### src/rtl/alu_control_md.sv
// rtl/alu_control_md.sv - EX-stage ALU control decode with HI/LO registers and iterative mult/div sequencer
module alu_control_md #(
  parameter int W        = 32,
  parameter int ALUCNT_W = 4,
  parameter int CNT_W    = 6
) (
  input  logic                clk,
  input  logic                reset,
  input  logic                valid,
  input  logic [1:0]          aluop,
  input  logic [5:0]          funct,
  input  logic [W-1:0]        rs_val,
  input  logic [W-1:0]        rt_val,
  output logic [ALUCNT_W-1:0] alucnt,
  output logic                md_sel,
  output logic [W-1:0]        md_rdata,
  output logic                stall,
  output logic                busy
);

  typedef enum logic [1:0] {S_IDLE, S_RUN, S_FIX} state_t;

  state_t           state, state_nx;
  logic [CNT_W-1:0] cnt;
  logic [W-1:0]     hi, lo, dvs;
  logic [2*W-1:0]   acc;
  logic             is_div, neg_res, neg_rem, dz;

  logic [3:0]       alu_c;
  logic             is_r, op_md, op_rd, op_wr, accept, start, iter, fin;
  logic             md_sgn;
  logic [W-1:0]     rs_mag, rt_mag;
  logic [W:0]       mul_sum, rem_sh, diff;
  logic [2*W-1:0]   mul_nx, div_nx, prod_s;
  logic [W-1:0]     res_hi, res_lo;

  always_comb begin
    alu_c = 4'h0;
    case (aluop)
      2'd1: alu_c = 4'h6;
      2'd2: begin
        case (funct)
          6'h20, 6'h21: alu_c = 4'h2;
          6'h22, 6'h23: alu_c = 4'h6;
          6'h24:        alu_c = 4'h0;
          6'h25:        alu_c = 4'h1;
          6'h26:        alu_c = 4'hD;
          6'h27:        alu_c = 4'hC;
          6'h2A:        alu_c = 4'h7;
          6'h2B:        alu_c = 4'h8;
          6'h00:        alu_c = 4'h3;
          6'h02:        alu_c = 4'h4;
          6'h03:        alu_c = 4'h5;
          default:      alu_c = 4'h0;
        endcase
      end
      default: alu_c = 4'h2;
    endcase
  end

  assign alucnt   = ALUCNT_W'(alu_c);
  assign is_r     = (aluop == 2'd2);
  assign op_md    = is_r & (funct[5:2] == 4'b0110);
  assign op_rd    = is_r & ((funct == 6'h10) | (funct == 6'h12));
  assign op_wr    = is_r & ((funct == 6'h11) | (funct == 6'h13));
  assign stall    = valid & (op_md | op_rd | op_wr) & busy;
  assign accept   = valid & ~stall;
  assign start    = accept & op_md;
  assign md_sel   = valid & op_rd;
  assign md_rdata = (is_r && funct == 6'h10) ? hi :
                    (is_r && funct == 6'h12) ? lo : '0;

  // mult/div (even funct) are signed; operate on magnitudes and fix signs at the end
  assign md_sgn = ~funct[0];
  assign rs_mag = (md_sgn & rs_val[W-1]) ? (~rs_val + 1'b1) : rs_val;
  assign rt_mag = (md_sgn & rt_val[W-1]) ? (~rt_val + 1'b1) : rt_val;

  always_ff @(posedge clk or posedge reset) begin
    if (reset) begin
      state <= S_IDLE;
      busy  <= 1'b0;
    end else begin
      state <= state_nx;
      busy  <= (state_nx != S_IDLE);
    end
  end

  always_comb begin
    state_nx = state;
    case (state)
      S_IDLE:  if (start) state_nx = S_RUN;
      S_RUN:   if (cnt == CNT_W'(1)) state_nx = S_FIX;
      S_FIX:   state_nx = S_IDLE;
      default: state_nx = S_IDLE;
    endcase
  end

  always_comb begin
    iter = (state == S_RUN);
    fin  = (state == S_FIX);
  end

  // acc holds {partial, multiplier} for mult and {remainder, dividend/quotient} for div
  assign mul_sum = {1'b0, acc[2*W-1:W]} + (acc[0] ? {1'b0, dvs} : '0);
  assign mul_nx  = {mul_sum, acc[W-1:1]};
  assign rem_sh  = {acc[2*W-1:W], acc[W-1]};
  assign diff    = rem_sh - {1'b0, dvs};
  assign div_nx  = diff[W] ? {rem_sh[W-1:0], acc[W-2:0], 1'b0}
                           : {diff[W-1:0],   acc[W-2:0], 1'b1};

  assign prod_s = neg_res ? (~acc + 1'b1) : acc;
  assign res_lo = is_div ? (dz ? '1 : (neg_res ? (~acc[W-1:0] + 1'b1) : acc[W-1:0]))
                         : prod_s[W-1:0];
  assign res_hi = is_div ? (neg_rem ? (~acc[2*W-1:W] + 1'b1) : acc[2*W-1:W])
                         : prod_s[2*W-1:W];

  always_ff @(posedge clk or posedge reset) begin
    if (reset) begin
      cnt     <= '0;
      hi      <= '0;
      lo      <= '0;
      dvs     <= '0;
      acc     <= '0;
      is_div  <= 1'b0;
      neg_res <= 1'b0;
      neg_rem <= 1'b0;
      dz      <= 1'b0;
    end else begin
      if (start) begin
        is_div  <= funct[1];
        neg_res <= md_sgn & (rs_val[W-1] ^ rt_val[W-1]);
        neg_rem <= md_sgn & rs_val[W-1];
        dz      <= funct[1] & (rt_val == '0);
        dvs     <= rt_mag;
        acc     <= {{W{1'b0}}, rs_mag};
        cnt     <= CNT_W'(W);
      end else if (iter) begin
        cnt <= cnt - 1'b1;
        acc <= is_div ? div_nx : mul_nx;
      end else if (fin) begin
        hi <= res_hi;
        lo <= res_lo;
      end
      // WR is only accepted while idle, so it never collides with the FIX write
      if (accept & op_wr) begin
        if (funct[1]) lo <= rs_val;
        else          hi <= rs_val;
      end
    end
  end

endmodule

### config.mk
export PLATFORM = sky130hd
export DESIGN_NAME = alu_control_md
export DESIGN_NICKNAME = d
export VERILOG_FILES = /design/src/rtl/alu_control_md.sv
export SDC_FILE = /design/constraint.sdc
export NUM_CORES = 1
export LEC_CHECK = 0
export BUFFER_PORTS_ARGS = -buffer_cell sky130_fd_sc_hd__buf_2
export CAP_MARGIN = 20
export CORE_AREA = 2 2 171 173
export CTS_CLUSTER_DIAMETER = 40
export DETAILED_ROUTE_END_ITERATION = 6
export DIE_AREA = 0 0 173 175
export GPL_TIMING_DRIVEN = 0
export PLACE_DENSITY = 0.71
export SLEW_MARGIN = 25
export SYNTH_ARGS = -nofsm -noshare
export SYNTH_HDL_FRONTEND = slang
export SYNTH_SLANG_ARGS = --single-unit
### constraint.sdc
create_clock -name clk -period 5.6 [get_ports clk]
set_input_delay 1.12 -clock clk [delete_from_list [all_inputs] [get_ports clk]]
set_output_delay 1.12 -clock clk [all_outputs]
set_load 0.02 [all_outputs]
==> qor.yml <==
status: "completed"
power_switching_share_pct: 48.5
power_density_nw_per_um2: 450
yosys_register_bits: 173
area_delta_synth_final_pct: 11.7
cts_resized: 0
initial_core_util_pct: 52.6
fin_area_um2: 16700
r2r-start: "acc[0]"
skew_ns: 0.0123
hold_start: "dvs[20]"
syn_avg_cell_area_um2: 7.85
clock_path_buffers: 2
required_ns: 5.91
num_vias: 15500
critPathMaxStageDelay_ns: 0.87
power_frac_comb_pct: 56.5
ys_warn_count: 0
critPathMaxFanout: 10
hold_viol_final: 0
dp.final_hpwl_um: 41900
clkTransAtPathRegs_ns: 0.07
irDropWorstVdd_mv: 0.263
post-route-util_pct: 58.8
path_cells: "inv_1 -> clkbuf_1 -> ha_1 -> or3b_1 -> nor4_1 -> nand4_1 -> o21bai_1 -> a31oi_1 -> xnor2_1 -> nor2_1 -> a21oi_1 -> o21ai_1"
worst_ep_arrival_time_ns: 5.20
slew_viol_final: 0
worstMarginPinSlew_ns: 1.01
grt_overflow: 0
dieArea_um2: 30300
routabilityCongestion: 0.966
grt_start_max_net_pins: 32
startpoint_type: "flip-flop"
ant_nets: 0
synthTopCellsByCount: "234 x nand2_1, 173 x dfrtp_1, 155 x o21ai_0"
leakagePower_nw: 7.10
syn_area_um2: 14900
io_pins: 114
fp-row-count: 62
place.port_buffers: 110
p_clk_share_pct: 16.7
synth_edf_count: 0
synth_cell_types: 87
hold_class: "flip-flop to flip-flop"
synth_ff_type: "dfrtp_1"
drive_gt1_share_pct: 9.21
hold_buffers: 0
cp_slowest_cell: "nor4_1"
grt_pass1_wl_um: 83400
criticalPathCategory: "flip-flop to flip-flop"
setup_tns_ns: 0
dp.cells: 2404
clkSinkCount: 173
p_switching_mw: 3.64
avgViaCountPerCell: 6.36
numCtsBuffers: 17
core_um2: 28400
finalSetupViolations: 0
p_int_mw: 3.86
yosysMostFrequentCell: "nand2_1"
drt_pre_antenna_iters: 6
sequentialPowerShare_pct: 26.8
maxCapViolations: 0
die_y_um: 175
finalPower_mw: 7.51
cts_tree: "yes"
yosysSeqAreaShare_pct: 29.0
synth_top_area_share_pct: 29.0
drc: 0
die_width_um: 173
num-fill-cells: 2710
drt_iter0_markers: 1733
wl_um: 53500
rsz0062_at_grt: "false"
grtUsageTotal_pct: 35.2
yosys.area.top_type: "dfrtp_1"
fmaxAchievable_mhz: 205
wl_per_cell_um: 21.9
synth.area.top_cells: "dfrtp_1 29%, ha_1 6.4%, xnor2_1 6.2%, nand2_1 5.9%, o21ai_0 5.2%"
postSynth.asyncResetShare_pct: 100
insertedDiodeCount: 0
placed_area_um2: 16100
clkLatencyLatePin_ns: 0.46
fin_crit_sh_pct: 87.3
crit_start: "acc[0]"
antenna_found_initial: 0
period_minus_slack_ns: 4.89
cts_root_buffer: "clkbuf_16"
final-instance-count-excl-fill: 2436
synth_cells: 1904
cts_setup_buffers: 0
synth_fp_nets: 2057
endpoint_kind: "flip-flop"
htree_levels: 4
relSlewSlack_pct: 32.8
grt_pass1_vias: 14800
final_nets: 2192
-- stage by stage --
step | hold slack (ns) | setup WS [ns]
global route | 0.515 | 0.526
detailed placement | 0.471 | 0.857
finish | 0.479 | 0.710
CTS | 0.487 | 0.817
floorplan | 0.450 | 1.92
global placement | 0.462 | 0.881
-- routing by layer --
layer / global-route usage [%] / vias to the layer above / share of wire, %
met3: 4.72 / 163 / 7.3
met5: 0 / - / 0
met1: 43.6 / 7425 / 40
met2: 59.3 / 767 / 47
li1: - / 7147 / -
met4: 19.7 / 0 / 5.4
-- cells by family (layout without fill, tap and decap cells) --
kind of cell / count (synthesis) / count (layout) / share of synthesized area (%)
compound gates: 646 / 646 / 27.5
xor+xnor: 172 / 172 / 10.1
fa+ha+maj: 78 / 78 / 6.63
buf+inv: 197 / 345 / 5.08
flops: 173 / 173 / 29.0
mux: 43 / 43 / 2.90
simple gates: 595 / 595 / 18.8
-- power by group through the flow --
stage | Clock [mW] | Sequential [mW] | Combinational (mW)
global route | 1.29 | 2.04 | 4.64
floorplan | 0 | 1.83 | 3.13
finish | 1.25 | 2.01 | 4.24
CTS | 1.24 | 1.98 | 4.16
detailed placement | 0 | 2.00 | 4.14
global placement | 0 | 2.00 | 4.07
-- state kept, by name, summed over array words and instances, names as in the netlist --
register  flops
dz            1
neg_res       1
acc          64
dvs          32
hi           32
cnt           6
is_div        1
lo           32
state         2
neg_rem       1
busy          1
-- path summary, 6_finish.rpt --
path	to	slack, ns	cells past startpoint
hold reg to reg	dvs[20]	0.48	2
hold / removal	dvs[20]	0.48	2
setup / recovery	hi[26]	0.71	12
max in group asynchronous	acc[56]	3.83	6
setup reg to reg	hi[26]	0.71	12
min in group asynchronous	acc[7]	0.64	2
-- cell usage in the layout, fill, tap and decap left out, types with 12 or more instances in the layout --
cell and n:
buf_2 119, nand2b_1 17, o41ai_1 12, xor2_1 67, nand4_1 15, clkbuf_16 17
nor4_1 16, xnor2_1 105, o21ai_0 155, o21a_1 12, mux2i_1 41, nor2_1 152
a22o_1 32, o211ai_1 47, a31oi_1 27, nand2_1 234, o31ai_1 29, or3_1 12
dfrtp_1 173, clkbuf_1 103, a21o_1 31, nor3_1 30, inv_1 70, o21ai_1 52
ha_1 76, a211oi_1 22, a21oi_1 133, nand3_1 38, o22ai_1 30
-- area by class of cell --
type	count	area [um^2]	share of cell area [%]
Multi-Input combinational cell	1534	9850	59.0
Buffer	125	489	2.93
Clock inverter	13	140	0.840
Sequential cell	173	4330	25.9
Timing Repair Buffer	116	671	4.02
Inverter	72	274	1.64
Clock buffer	19	453	2.71
Tap cell	384	480	2.88
-- worst max-delay path, delay by kind of cell (launching register included) --
family	cells	cell delay, ns
buffers and inverters	2	0.88
flip-flops	1	0.51
adder cells (fa/ha/maj)	1	0.32
XOR/XNOR	1	0.22
AND/OR/NAND/NOR	4	1.95
AO/OA/AOI/OAI	4	0.86
(Power assumes the default switching activity.)
